[src/rtl/mem_fmt_pkg.sv]
// Shared funct3 and access-size definitions for the load/store byte-lane formatter.
package mem_fmt_pkg;

  localparam logic [2:0] F3_LB  = 3'b000;
  localparam logic [2:0] F3_LH  = 3'b001;
  localparam logic [2:0] F3_LW  = 3'b010;
  localparam logic [2:0] F3_LBU = 3'b100;
  localparam logic [2:0] F3_LHU = 3'b101;

  // Access size as carried in funct3[1:0]; 11 is not a legal store size.
  typedef enum logic [1:0] {
    SZ_B   = 2'b00,
    SZ_H   = 2'b01,
    SZ_W   = 2'b10,
    SZ_ILL = 2'b11
  } mem_size_t;

endpackage

[src/rtl/mem_lane_decode.sv]
// Byte-enable mask and misalignment flag for an access of a given size at a byte offset.
module mem_lane_decode
  import mem_fmt_pkg::*;
(
  input  mem_size_t   i_size,
  input  logic [1:0]  i_addr,
  output logic [3:0]  o_mask,
  output logic        o_misaligned
);

  always_comb begin
    // NOTE: every output gets a default before the case so no path leaves it unassigned (no latch).
    o_mask       = 4'b0000;
    o_misaligned = 1'b0;
    unique case (i_size)
      SZ_B: o_mask = 4'b0001 << i_addr;
      SZ_H: begin
        o_mask       = i_addr[1] ? 4'b1100 : 4'b0011;
        o_misaligned = i_addr[0];
      end
      SZ_W: begin
        o_mask       = 4'b1111;
        o_misaligned = (i_addr != 2'b00);
      end
      default: o_misaligned = 1'b1;
    endcase
  end

endmodule

[src/rtl/load_store_format.sv]
// Combinational load extraction / store lane replication with registered misalignment status.
module load_store_format
  import mem_fmt_pkg::*;
#(
  parameter int ERR_CNT_W = 8
) (
  input  logic                 cpu_clock_i,
  input  logic                 cpu_reset_i,
  input  logic                 valid_i,
  input  logic                 is_store_i,
  input  logic [1:0]           addr_i,
  input  logic [2:0]           mem_ctrl_i,
  input  logic [31:0]          ld_raw_i,
  output logic [31:0]          ld_data_o,
  input  logic [31:0]          st_data_i,
  output logic [31:0]          st_data_o,
  output logic [3:0]           st_sel_o,
  output logic                 misalign_o,
  output logic                 err_sticky_o,
  output logic [ERR_CNT_W-1:0] err_count_o
);

  mem_size_t   w_size;
  logic        w_dec_mis;
  logic        w_ld_mis;
  logic [7:0]  w_byte;
  logic [15:0] w_half;
  logic        r_sticky;
  logic [ERR_CNT_W-1:0] r_count;

  assign w_size = mem_size_t'(mem_ctrl_i[1:0]);

  mem_lane_decode u_lane_decode (
    .i_size       (w_size),
    .i_addr       (addr_i),
    .o_mask       (st_sel_o),
    .o_misaligned (w_dec_mis)
  );

  // Loads treat size 11 as a plain word, so only the word-alignment rule applies there.
  assign w_ld_mis   = (w_size == SZ_ILL) ? (addr_i != 2'b00) : w_dec_mis;
  assign misalign_o = valid_i & (is_store_i ? w_dec_mis : w_ld_mis);

  always_comb begin
    w_byte = ld_raw_i[7:0];
    unique case (addr_i)
      2'd0: w_byte = ld_raw_i[7:0];
      2'd1: w_byte = ld_raw_i[15:8];
      2'd2: w_byte = ld_raw_i[23:16];
      2'd3: w_byte = ld_raw_i[31:24];
    endcase
  end

  assign w_half = addr_i[1] ? ld_raw_i[31:16] : ld_raw_i[15:0];

  always_comb begin
    ld_data_o = ld_raw_i;
    case (mem_ctrl_i)
      F3_LB:   ld_data_o = {{24{w_byte[7]}}, w_byte};
      F3_LH:   ld_data_o = {{16{w_half[15]}}, w_half};
      F3_LBU:  ld_data_o = {24'h0, w_byte};
      F3_LHU:  ld_data_o = {16'h0, w_half};
      default: ld_data_o = ld_raw_i;
    endcase
  end

  always_comb begin
    st_data_o = st_data_i;
    unique case (w_size)
      SZ_B:    st_data_o = {4{st_data_i[7:0]}};
      SZ_H:    st_data_o = {2{st_data_i[15:0]}};
      default: st_data_o = st_data_i;
    endcase
  end

  always_ff @(posedge cpu_clock_i) begin
    // NOTE: state registers use non-blocking assignment so every flop samples pre-edge values.
    if (cpu_reset_i) begin
      r_sticky <= 1'b0;
      r_count  <= '0;
    end else if (misalign_o) begin
      r_sticky <= 1'b1;
      if (r_count != '1)
        r_count <= r_count + 1'b1;
    end
  end

  assign err_sticky_o = r_sticky;
  assign err_count_o  = r_count;

endmodule

[config.mk]
export PLATFORM = sky130hd
export DESIGN_NAME = load_store_format
export DESIGN_NICKNAME = d
export VERILOG_FILES = /design/src/rtl/mem_fmt_pkg.sv /design/src/rtl/mem_lane_decode.sv /design/src/rtl/load_store_format.sv
export SDC_FILE = /design/constraint.sdc
export NUM_CORES = 1
export LEC_CHECK = 0
export BUFFER_PORTS_ARGS = -buffer_cell sky130_fd_sc_hd__buf_2
export CORE_MARGIN = 3
export CORE_UTILIZATION = 40
export DETAILED_ROUTE_END_ITERATION = 8
export PLACE_DENSITY = 0.93
export SKIP_CTS_REPAIR_TIMING = 1
export SYNTH_ARGS = -nofsm -noshare
export SYNTH_HDL_FRONTEND = slang
export SYNTH_SLANG_ARGS = --single-unit
[constraint.sdc]
create_clock -name cpu_clock_i -period 3.8 [get_ports cpu_clock_i]
set_input_delay 0.57 -clock cpu_clock_i [delete_from_list [all_inputs] [get_ports cpu_clock_i]]
set_output_delay 0.57 -clock cpu_clock_i [all_outputs]
set_load 0.1 [all_outputs]
==> run summary, run 1 <==
Result of the run - complete, no violations
Average routed wire per standard cell - 13.5 um
Starting Density - 0.423
Input/output buffers - 150
Worst-case reg-to-reg path depth - 5
Combined area of all synthesized cells - 1590 sq um
DRC errors left - 0
Final non-filler cell area - 2290 sq um
Post-place setup slack - 0.818 ns
Pin slew with the least headroom to its limit - 0.630 ns
Antenna cell count - 0
Crit-path cells - buf_2 -> nor2_2 -> and3b_1 -> a221o_1 -> buf_2
Fraction of power spent switching nets - 0.680
Post-synthesis net count - 309
Internal Pwr Total - 292 uW
Cell depth of the worst min-delay path - 2
Total setup violations reported at the end of the flow - 0
Number of global-route vias before repair - 1889
Max-slew violations - 0
Reg2Reg Setup Slack - 2.14 ns
Number of clock buffers inserted by TritonCTS - 3
Synth Flop Type - dfxtp_1
Register area share after synthesis - 0.114
CP delay by family, top - simple AND/OR/NAND/NOR gates
Relative slew slack - 0.579
Setup clock skew after layout - 0.00310 ns
Final Worst Setup Slack - 0.819 ns
Gpl congestion - 0.828
End of the worst register-to-register path - err_count_o[4]$_SDFFE_PP0P_
Yosys top cell area share - 0.161
Mean instance size in the synthesized netlist - 6.75 sq um
Share of final-layout standard cells stronger than drive strength 1 - 0.500
Count of flip-flops with a built-in enable after synthesis - 0
Proportion of synthesized flip-flops having asynchronous set or reset - 0
RSZ-0062 raised after global routing - no
Slowest cell delay on critical path - 0.49 ns
Final hold violation count - 0
Tcrit/Tclk final - 0.784
Clk sinks - 9
Part of the total power dissipated in sequential elements - 0.110
Number of antenna violations at the first check in global routing - 0
Tmin final - 2.98 ns
Number of buffer and inverter instances along the worst setup path - 2
Count of distinct cell types in the synthesized netlist - 41
Most common cell after layout, fill and taps aside - buf_2
Cell taking the most area after synthesis - nand2_1
Via count normalized by instance count - 5.24
Die footprint - 4750 sq um
Longest Clk Path Bufs - 2
Clock root buffer - clkbuf_8
Via total after detailed routing - 2157
Number of H-tree branching levels - 1
Total routing resource utilization after global routing - 0.219
Arr. time, crit path - 2.41 ns
Clock transition time at the flip-flop clock pins of the worst setup and hold paths - 0.05 ns
Clock network power share - 0.119
Half-perimeter wire length after placement - 4590 um
Clock insertion delay at the later pin of the skew report - 0.23 ns
Total detailed-routing wirelength - 5560 um
Layout Utilization - 0.611
CP required - 3.23 ns
Maximum fanout along the worst path - 37
CTS tree - done
Combinational fraction of design power - 0.771
Top-level port count - 151
Cell with the largest stage delay on the worst path - nor2_2
Die height - 69.0 um
Drt first-iter violations - 138
Nature of the critical path startpoint - input port
Worst ir drop on vdd - 0.000232 V
Core region area - 3740 sq um
NumNets Final - 439
# placed instances - 408
Final sum of negative setup slack - 0 ns
Category of the most critical setup path - in2out
Startpoint of the tightest hold check path - err_sticky_o$_SDFFE_PP0P_
Cell seen most often among critical-path stages - buf_2
Global-route wire length before repair - 8110 um
Number of iterations in the first detailed-routing pass - 4
Min-Delay Path Class - reg2reg
Top cells by area in the synthesized netlist - nand2_1, mux2_2, dfxtp_1
Post-route ant nets - 0
Switch Pwr - 621 uW
Critical Path End Type - primary output
MaxCap Viol Count - 0
Worst hold endpoint - err_sticky_o$_SDFFE_PP0P_
Cells after Synth - 235
Area growth from synthesis to layout - 44.4%
Filler-free cell count of the finished design - 412
Width of the die - 69.0 um
Total gr overflow - 0
Maximum number of pins on one net before global-route repair - 38
Power per standard cell area - 399 nW/um^2
Number of warning messages in the yosys log - 0
Max Clock Freq - 335 MHz
Area post-placement - 2240 sq um
R2r startpoint - err_count_o[0]$_SDFFE_PP0P_
Cell row count - 22
Register bit total from synthesis - 9
Commonest cells after routing, fill and taps aside - buf_2, nand2_1, mux2_2, a21oi_1, o21ai_0
Leakage power figure - 1.26 nW
## power by group through the flow
| stage | clock (mW) | sequential (mW) | combinational, mW |
|---|---|---|---|
| floorplan | 0 | 0.122 | 0.574 |
| global placement | 0 | 0.102 | 0.700 |
| detailed placement | 0 | 0.102 | 0.704 |
| CTS | 0.112 | 0.100 | 0.705 |
| global route | 0.119 | 0.101 | 0.733 |
| finish | 0.109 | 0.100 | 0.703 |
## metal layers
| metal | vias to the layer above | routed length, um | global-route usage |
|---|---|---|---|
| li1 | 1076 | - | - |
| met1 | 949 | 2090 | 0.247 |
| met2 | 124 | 2840 | 0.410 |
| met3 | 8 | 563 | 0.0373 |
| met4 | 0 | 68 | 0.0706 |
| met5 | - | 0 | 0 |
## sequential cells by signal, summed over array words and instances (netlist names)
signal,flops
err_count_o,8
err_sticky_o,1
## cell type report
cell class              instances  area [sq um]
multi-input cells             196          1230
fillers                       348          1460
well taps                      48          60.1
repair buffers                151           758
flip-flops and latches          9           180
clock buffers                   4          45.0
inverters                       4          15.0
## cell usage after synthesis (2+ instances only)
cell type / instances
o21ai_0: 18
a22oi_1: 2
mux2_2: 21
or4_1: 2
buf_6: 2
nand3_1: 2
mux2i_1: 10
nor2b_1: 6
inv_1: 4
clkbuf_1: 5
buf_4: 10
a21oi_1: 19
nor2_1: 8
nand2_1: 68
buf_2: 8
a221o_1: 8
nand2b_1: 9
o31ai_1: 2
dfxtp_1: 9
## worst max-delay path by stage
stage | start | end | slack (ns) | cells past startpoint
6_report | mem_ctrl_i[1] | ld_data_o[15] | 0.82 | 5
5_1_grt | mem_ctrl_i[1] | misalign_o | 0.66 | 6
4_1_cts | mem_ctrl_i[1] | ld_data_o[15] | 0.81 | 5
3_5_place_dp | mem_ctrl_i[1] | ld_data_o[15] | 0.82 | 5
3_3_place_gp | mem_ctrl_i[0] | ld_data_o[1] | 0.85 | 6
2_1_floorplan | mem_ctrl_i[1] | st_data_o[31] | 0.01 | 4
## tightest hold or removal path: stages (launching register included)
cell and delay [ns]:
dfxtp_1 0.31, inv_1 0.05, a21oi_1 0.05
## logic make-up after synthesis
kind of cell,Yosys count,share of synthesized area
mux,33,0.234
buf+inv,30,0.110
fa+ha+maj,1,0.00789
compound gates,57,0.231
simple gates,105,0.303
flops,9,0.114
## per-stage QoR
step	total power [mW]	hold slack, ns
floorplan	0.696	0.754
global placement	0.802	0.440
detailed placement	0.806	0.447
CTS	0.917	0.459
global route	0.953	0.486
finish	0.912	0.459
Note: power is estimated with default switching activity, not from simulation.
==> inputs of run 2 (changes only) <==
Settings changed: CORE_UTILIZATION 40 to 37, PLACE_DENSITY 0.93 to 0.87.
Clock period 3.8 ns to 3.05 ns, I/O delays scaled along.
==> run 2 against run 1 <==
  * Register-to-register slack worse by 0.82 ns
  * Die area up 7.4%
  * Sequential cell count unchanged
  * Wire length up 9.3%
  * Critical path type unchanged
  * Largest power group unchanged
  * Highest routed layer unchanged
==> run summary, run 2 (same netlist as run 1, synthesis figures left out) <==
Pin slew with the least headroom to its limit - 0.519 ns (-0.110 ns)
Via total after detailed routing - 2216 (+2.7%)
Met3 WL post-DR - 585 um (+3.9%)
Clk sinks - 9 (unchanged)
Min-Delay Path Class - reg2reg
Clock transition time at the flip-flop clock pins of the worst setup and hold paths - 0.04 ns (about the same)
Setup clock skew after layout - 0.00300 ns (-0.000103 ns)
Gpl congestion - 0.844 (+1.8%)
Routed wire length on met2 - 3220 um (+13%)
Max-slew violations - 0 (unchanged)
Area used by multi-input combinational logic - 1240 sq um (+0.92%)
Wire length on met1 - 2150 um (+3.1%)
Starting Density - 0.391 (-0.0328)
Maximum fanout along the worst path - 17 (-54%)
RSZ-0062 raised after global routing - no
DRC errors left - 0 (unchanged)
MaxCap Viol Count - 0 (unchanged)
# placed instances - 415 (+1.7%)
Total gr overflow - 0 (unchanged)
Result of the run - complete, no violations
CP required - 2.59 ns (-0.64 ns)
Sequential cell area - 180 sq um (unchanged)
Critical Path End Type - primary output
Die footprint - 5110 sq um (+7.4%)
Global-route wire length before repair - 9490 um (+17%)
Top routing layer used - met4
Longest Clk Path Bufs - 2 (unchanged)
Commonest cells after routing, fill and taps aside - buf_2, nand2_1, mux2_2, buf_12, a21oi_1
Cell row count - 23 (+4.5%)
Total power consumption of the routed design - 1.23 mW (+35%)
Tmin final - 2.53 ns
Cell depth of the worst min-delay path - 2 (unchanged)
Relative slew slack - 0.654 (+0.0748)
Final hold violation count - 0 (unchanged)
Area growth from synthesis to layout - 64.6%
Clock insertion delay at the later pin of the skew report - 0.23 ns (about the same)
Average routed wire per standard cell - 14.5 um (+7.5%)
Most common cell after layout, fill and taps aside - buf_2
Category of the most critical setup path - in2out
Width of the die - 71.5 um (+3.6%)
Nature of the critical path startpoint - input port
Total routing resource utilization after global routing - 0.221 (+0.00233)
Total detailed-routing wirelength - 6080 um (+9.3%)
Arr. time, crit path - 2.07 ns (-0.34 ns)
Leakage power figure - 1.38 nW (+9.5%)
Number of antenna violations at the first check in global routing - 0 (unchanged)
Number of iterations in the first detailed-routing pass - 4 (unchanged)
FILL cells - 356 (+2.3%)
Total setup violations reported at the end of the flow - 0 (unchanged)
Worst ir drop on vdd - 0.000293 V (+27%)
Tcrit/Tclk final - 0.829
Antenna cell count - 0 (unchanged)
NumNets Final - 444 (+1.1%)
Filler-free cell count of the finished design - 419 (+1.7%)
Maximum number of pins on one net before global-route repair - 30 (-21%)
Number of clock buffers inserted by TritonCTS - 3 (unchanged)
Share of final-layout standard cells stronger than drive strength 1 - 0.515 (+0.0149)
Core region area - 4060 sq um (+8.4%)
Post-route ant nets - 0 (unchanged)
Top-level port count - 151 (unchanged)
Drt first-iter violations - 106 (-23%)
Power per standard cell area - 471 nW/um^2 (+18%)
Input/output buffers - 150 (unchanged)
Die height - 71.5 um (+3.6%)
Clock root buffer - clkbuf_8
Flip-flop count of the largest register after layout - 8 (unchanged)
Max Clock Freq - 396 MHz
CTS tree - done
Half-perimeter wire length after placement - 4950 um (+7.8%)
Worst-case reg-to-reg path depth - 5 (unchanged)
Number of global-route vias before repair - 2131 (+13%)
Via count normalized by instance count - 5.29 (+1.0%)
Number of H-tree branching levels - 1 (unchanged)
run 2: area by class of cell:
class | instances | area share
multi-input cells | 196 | 0.476
clock buffers | 4 | 0.0173
flip-flops and latches | 9 | 0.0690
inverters | 4 | 0.00575
repair buffers | 156 | 0.408
well taps | 50 | 0.0240
run 2: critical path, cell delays in order:
cell and delay [ns]:
buf_2 0.32, nand2b_1 0.31, and2_1 0.38, a21oi_1 0.12, o21ai_1 0.26, buf_12 0.22
run 2: layer usage:
layer | GRT usage | vias to the layer above
met5 | 0 | -
met4 | 0.0543 | 0
met3 | 0.0463 | 13
met2 | 0.431 | 123
met1 | 0.238 | 994
li1 | - | 1086
run 2: report_power, final:
part	switching [mW]	internal [mW]	total, mW
Sequential	0.00407	0.121	0.126
Clock	0.0501	0.0913	0.141
Combinational	0.743	0.219	0.962
Total	0.797	0.432	1.23
run 2: final timing paths:
check                                   start                          end  slack [ns]
hold / removal      err_sticky_o$_SDFFE_PP0P_    err_sticky_o$_SDFFE_PP0P_        0.49
setup / recovery                mem_ctrl_i[0]                 ld_data_o[1]        0.52
setup reg to reg  err_count_o[0]$_SDFFE_PP0P_  err_count_o[4]$_SDFFE_PP0P_        1.32
hold reg to reg     err_sticky_o$_SDFFE_PP0P_    err_sticky_o$_SDFFE_PP0P_        0.49
run 2: per-stage QoR:
step	util	area [sq um]	hold slack, ns	setup slack, ns	TNS [ns]
floorplan	-	1600	0.641	-0.321	-1.92
global placement	0.632	2560	0.431	0.575	0
detailed placement	0.632	2560	0.485	0.511	0
CTS	0.643	2610	0.493	0.511	0
global route	0.643	2610	0.493	0.404	0
finish	0.643	2610	0.491	0.522	0
==> inputs of run 3 (changes only) <==
Clock period 3.05 ns to 2.6 ns, I/O delays scaled along.
==> run 3 against run 2 <==
  * Via count grew 3.8%
  * Non-clock buffer count increased by 1
  * First-iteration DRC count rose by 1.9%
  * Final cell count grew 0.24%
  * Final area grew 13%
  * Register-to-register slack got worse by 0.46 ns
  * Largest cell class is now non-clock buffers
  * Largest power group unchanged
  * Highest routed layer unchanged
==> run summary, run 3 (same netlist as run 1, synthesis figures left out) <==
Top-level port count - 151 (unchanged)
Via total after detailed routing - 2301 (+3.8%)
Fraction of power spent switching nets - 0.619 (-0.0289)
Result of the run - complete, no violations
Reg2Reg Setup Slack - 0.86 ns (-0.46 ns)
Clock transition time at the flip-flop clock pins of the worst setup and hold paths - 0.04 ns (about the same)
Post-route ant nets - 0 (unchanged)
Final hold violation count - 0 (unchanged)
Power per standard cell area - 527 nW/um^2 (+12%)
Commonest cells after routing, fill and taps aside - buf_2, nand2_1, buf_12, mux2_2, a21oi_1
Die height - 71.5 um (unchanged)
Clock insertion delay at the later pin of the skew report - 0.23 ns (about the same)
MaxCap Viol Count - 0 (unchanged)
Worst ir drop on vdd - 0.000464 V (+58%)
Total gr overflow - 0 (unchanged)
Width of the die - 71.5 um (unchanged)
Input/output buffers - 150 (unchanged)
Drt first-iter violations - 108 (+1.9%)
Core region area - 4060 sq um (unchanged)
Critical Path End Type - primary output
Leakage power figure - 1.50 nW (+8.5%)
Layout Utilization - 0.724 (+0.0808)
Relative slew slack - 0.669 (+0.0151)
Most common cell after layout, fill and taps aside - buf_2
RSZ-0062 raised after global routing - no
Number of clock buffers inserted by TritonCTS - 3 (unchanged)
Cell seen most often among critical-path stages - buf_2
Max-slew violations - 0 (unchanged)
Maximum number of pins on one net before global-route repair - 42 (+40%)
Crit-path cells - buf_2 -> mux4_2 -> and3b_1 -> a221o_1 -> buf_2
Part of the total power dissipated in sequential elements - 0.094 (-0.008)
Clock root buffer - clkbuf_8
CTS tree - done
Area growth from synthesis to layout - 85.3%
Clk sinks - 9 (unchanged)
Internal Pwr Total - 590 uW (+36%)
Cell row count - 23 (unchanged)
CP delay by family, top - multiplexers
Arr. time, crit path - 1.88 ns (-0.19 ns)
Number of buffer and inverter instances along the worst setup path - 2 (unchanged)
Max Clock Freq - 440 MHz
Tcrit/Tclk final - 0.875
Tmin final - 2.27 ns
Starting Density - 0.391 (unchanged)
Share of final-layout standard cells stronger than drive strength 1 - 0.532 (+0.0175)
Cell with the largest stage delay on the worst path - mux4_2
Min-Delay Path Class - reg2reg
Setup clock skew after layout - 0.00241 ns (-0.000590 ns)
Flip-flop count of the largest register after layout - 8 (unchanged)
CP required - 2.21 ns (-0.38 ns)
Number of global-route vias before repair - 2316 (+8.7%)
Gpl congestion - 0.914 (+8.3%)
Pin slew with the least headroom to its limit - 0.500 ns (-0.0193 ns)
Maximum fanout along the worst path - 8 (-9)
Combinational fraction of design power - 0.801 (+0.018)
Category of the most critical setup path - in2out
Total setup violations reported at the end of the flow - 0 (unchanged)
Via count normalized by instance count - 5.48 (+3.6%)
Antenna cell count - 0 (unchanged)
Slowest cell delay on critical path - 0.48 ns (+0.10 ns)
Clock network power share - 0.105 (-0.010)
Final Worst Setup Slack - 0.325 ns (-0.197 ns)
Average routed wire per standard cell - 16.3 um (+12%)
Number of H-tree branching levels - 1 (unchanged)
Global-route wire length before repair - 10600 um (+12%)
Nature of the critical path startpoint - input port
Total routing resource utilization after global routing - 0.253 (+0.0317)
Die footprint - 5110 sq um (unchanged)
Total detailed-routing wirelength - 6850 um (+13%)
Final sum of negative setup slack - 0 ns (unchanged)
Post-place setup slack - 0.322 ns (-0.189 ns)
NumNets Final - 445 (+0.23%)
Total power consumption of the routed design - 1.55 mW (+26%)
Number of iterations in the first detailed-routing pass - 5 (+1)
Switch Pwr - 960 uW (+20%)
DRC errors left - 0 (unchanged)
Half-perimeter wire length after placement - 5630 um (+14%)
Number of antenna violations at the first check in global routing - 0 (unchanged)
Longest Clk Path Bufs - 2 (unchanged)
==> run 3: cell count changes in the layout (fill, tap and decap cells not counted) <==
cell     change
o21ai_1      -6
buf_12      +20
buf_2       -19
o21ai_2      +6
==> run 3: area by class of cell <==
type                       instances  area (sq um)
sequential                         9           180
clock buffer                       4          45.0
timing repair buffer             157          1370
fill                             285          1120
multi-input combinational        196          1260
inverter                           4          15.0
tap                               50          62.6
==> run 3: layer usage <==
metal  vias to the layer above  track usage  share of wire
met1                      1037        0.258           0.33
met3                        22       0.0701           0.11
li1                       1091            -              -
met2                       151        0.490           0.53
met4                         0       0.0772          0.035
met5                         -            0              0
==> run 3: worst reg2reg max path, delay by kind of cell, from the launching register on <==
family / cells / cell delay (ns)
adders and majority gates: 1 / 0.24
DFF: 1 / 0.33
muxes: 1 / 0.38
and+or+nand+nor: 3 / 0.68
==> run 3: final timing paths <==
kind                                from                          end  cells past startpoint
max                            addr_i[1]                ld_data_o[15]                      5
min            err_sticky_o$_SDFFE_PP0P_    err_sticky_o$_SDFFE_PP0P_                      2
max reg2reg  err_count_o[0]$_SDFFE_PP0P_  err_count_o[4]$_SDFFE_PP0P_                      5
min reg2reg    err_sticky_o$_SDFFE_PP0P_    err_sticky_o$_SDFFE_PP0P_                      2
==> run 3: power by group through the flow <==
stage | logic [mW] | registers (mW) | clock network, mW
after CTS | 1.24 | 0.146 | 0.163
after global placement | 1.22 | 0.149 | 0
after detailed placement | 1.24 | 0.149 | 0
final | 1.24 | 0.146 | 0.163
after floorplan | 0.848 | 0.178 | 0
after global routing | 1.28 | 0.147 | 0.172
==> run 3: metrics by stage <==
step / cells / hold WS, ns / cell area, sq um
floorplan: 235 / 0.574 / 1620
global placement: 416 / 0.431 / 2890
detailed placement: 416 / 0.450 / 2890
CTS: 420 / 0.458 / 2940
global route: 420 / 0.486 / 2940
finish: 420 / 0.453 / 2940
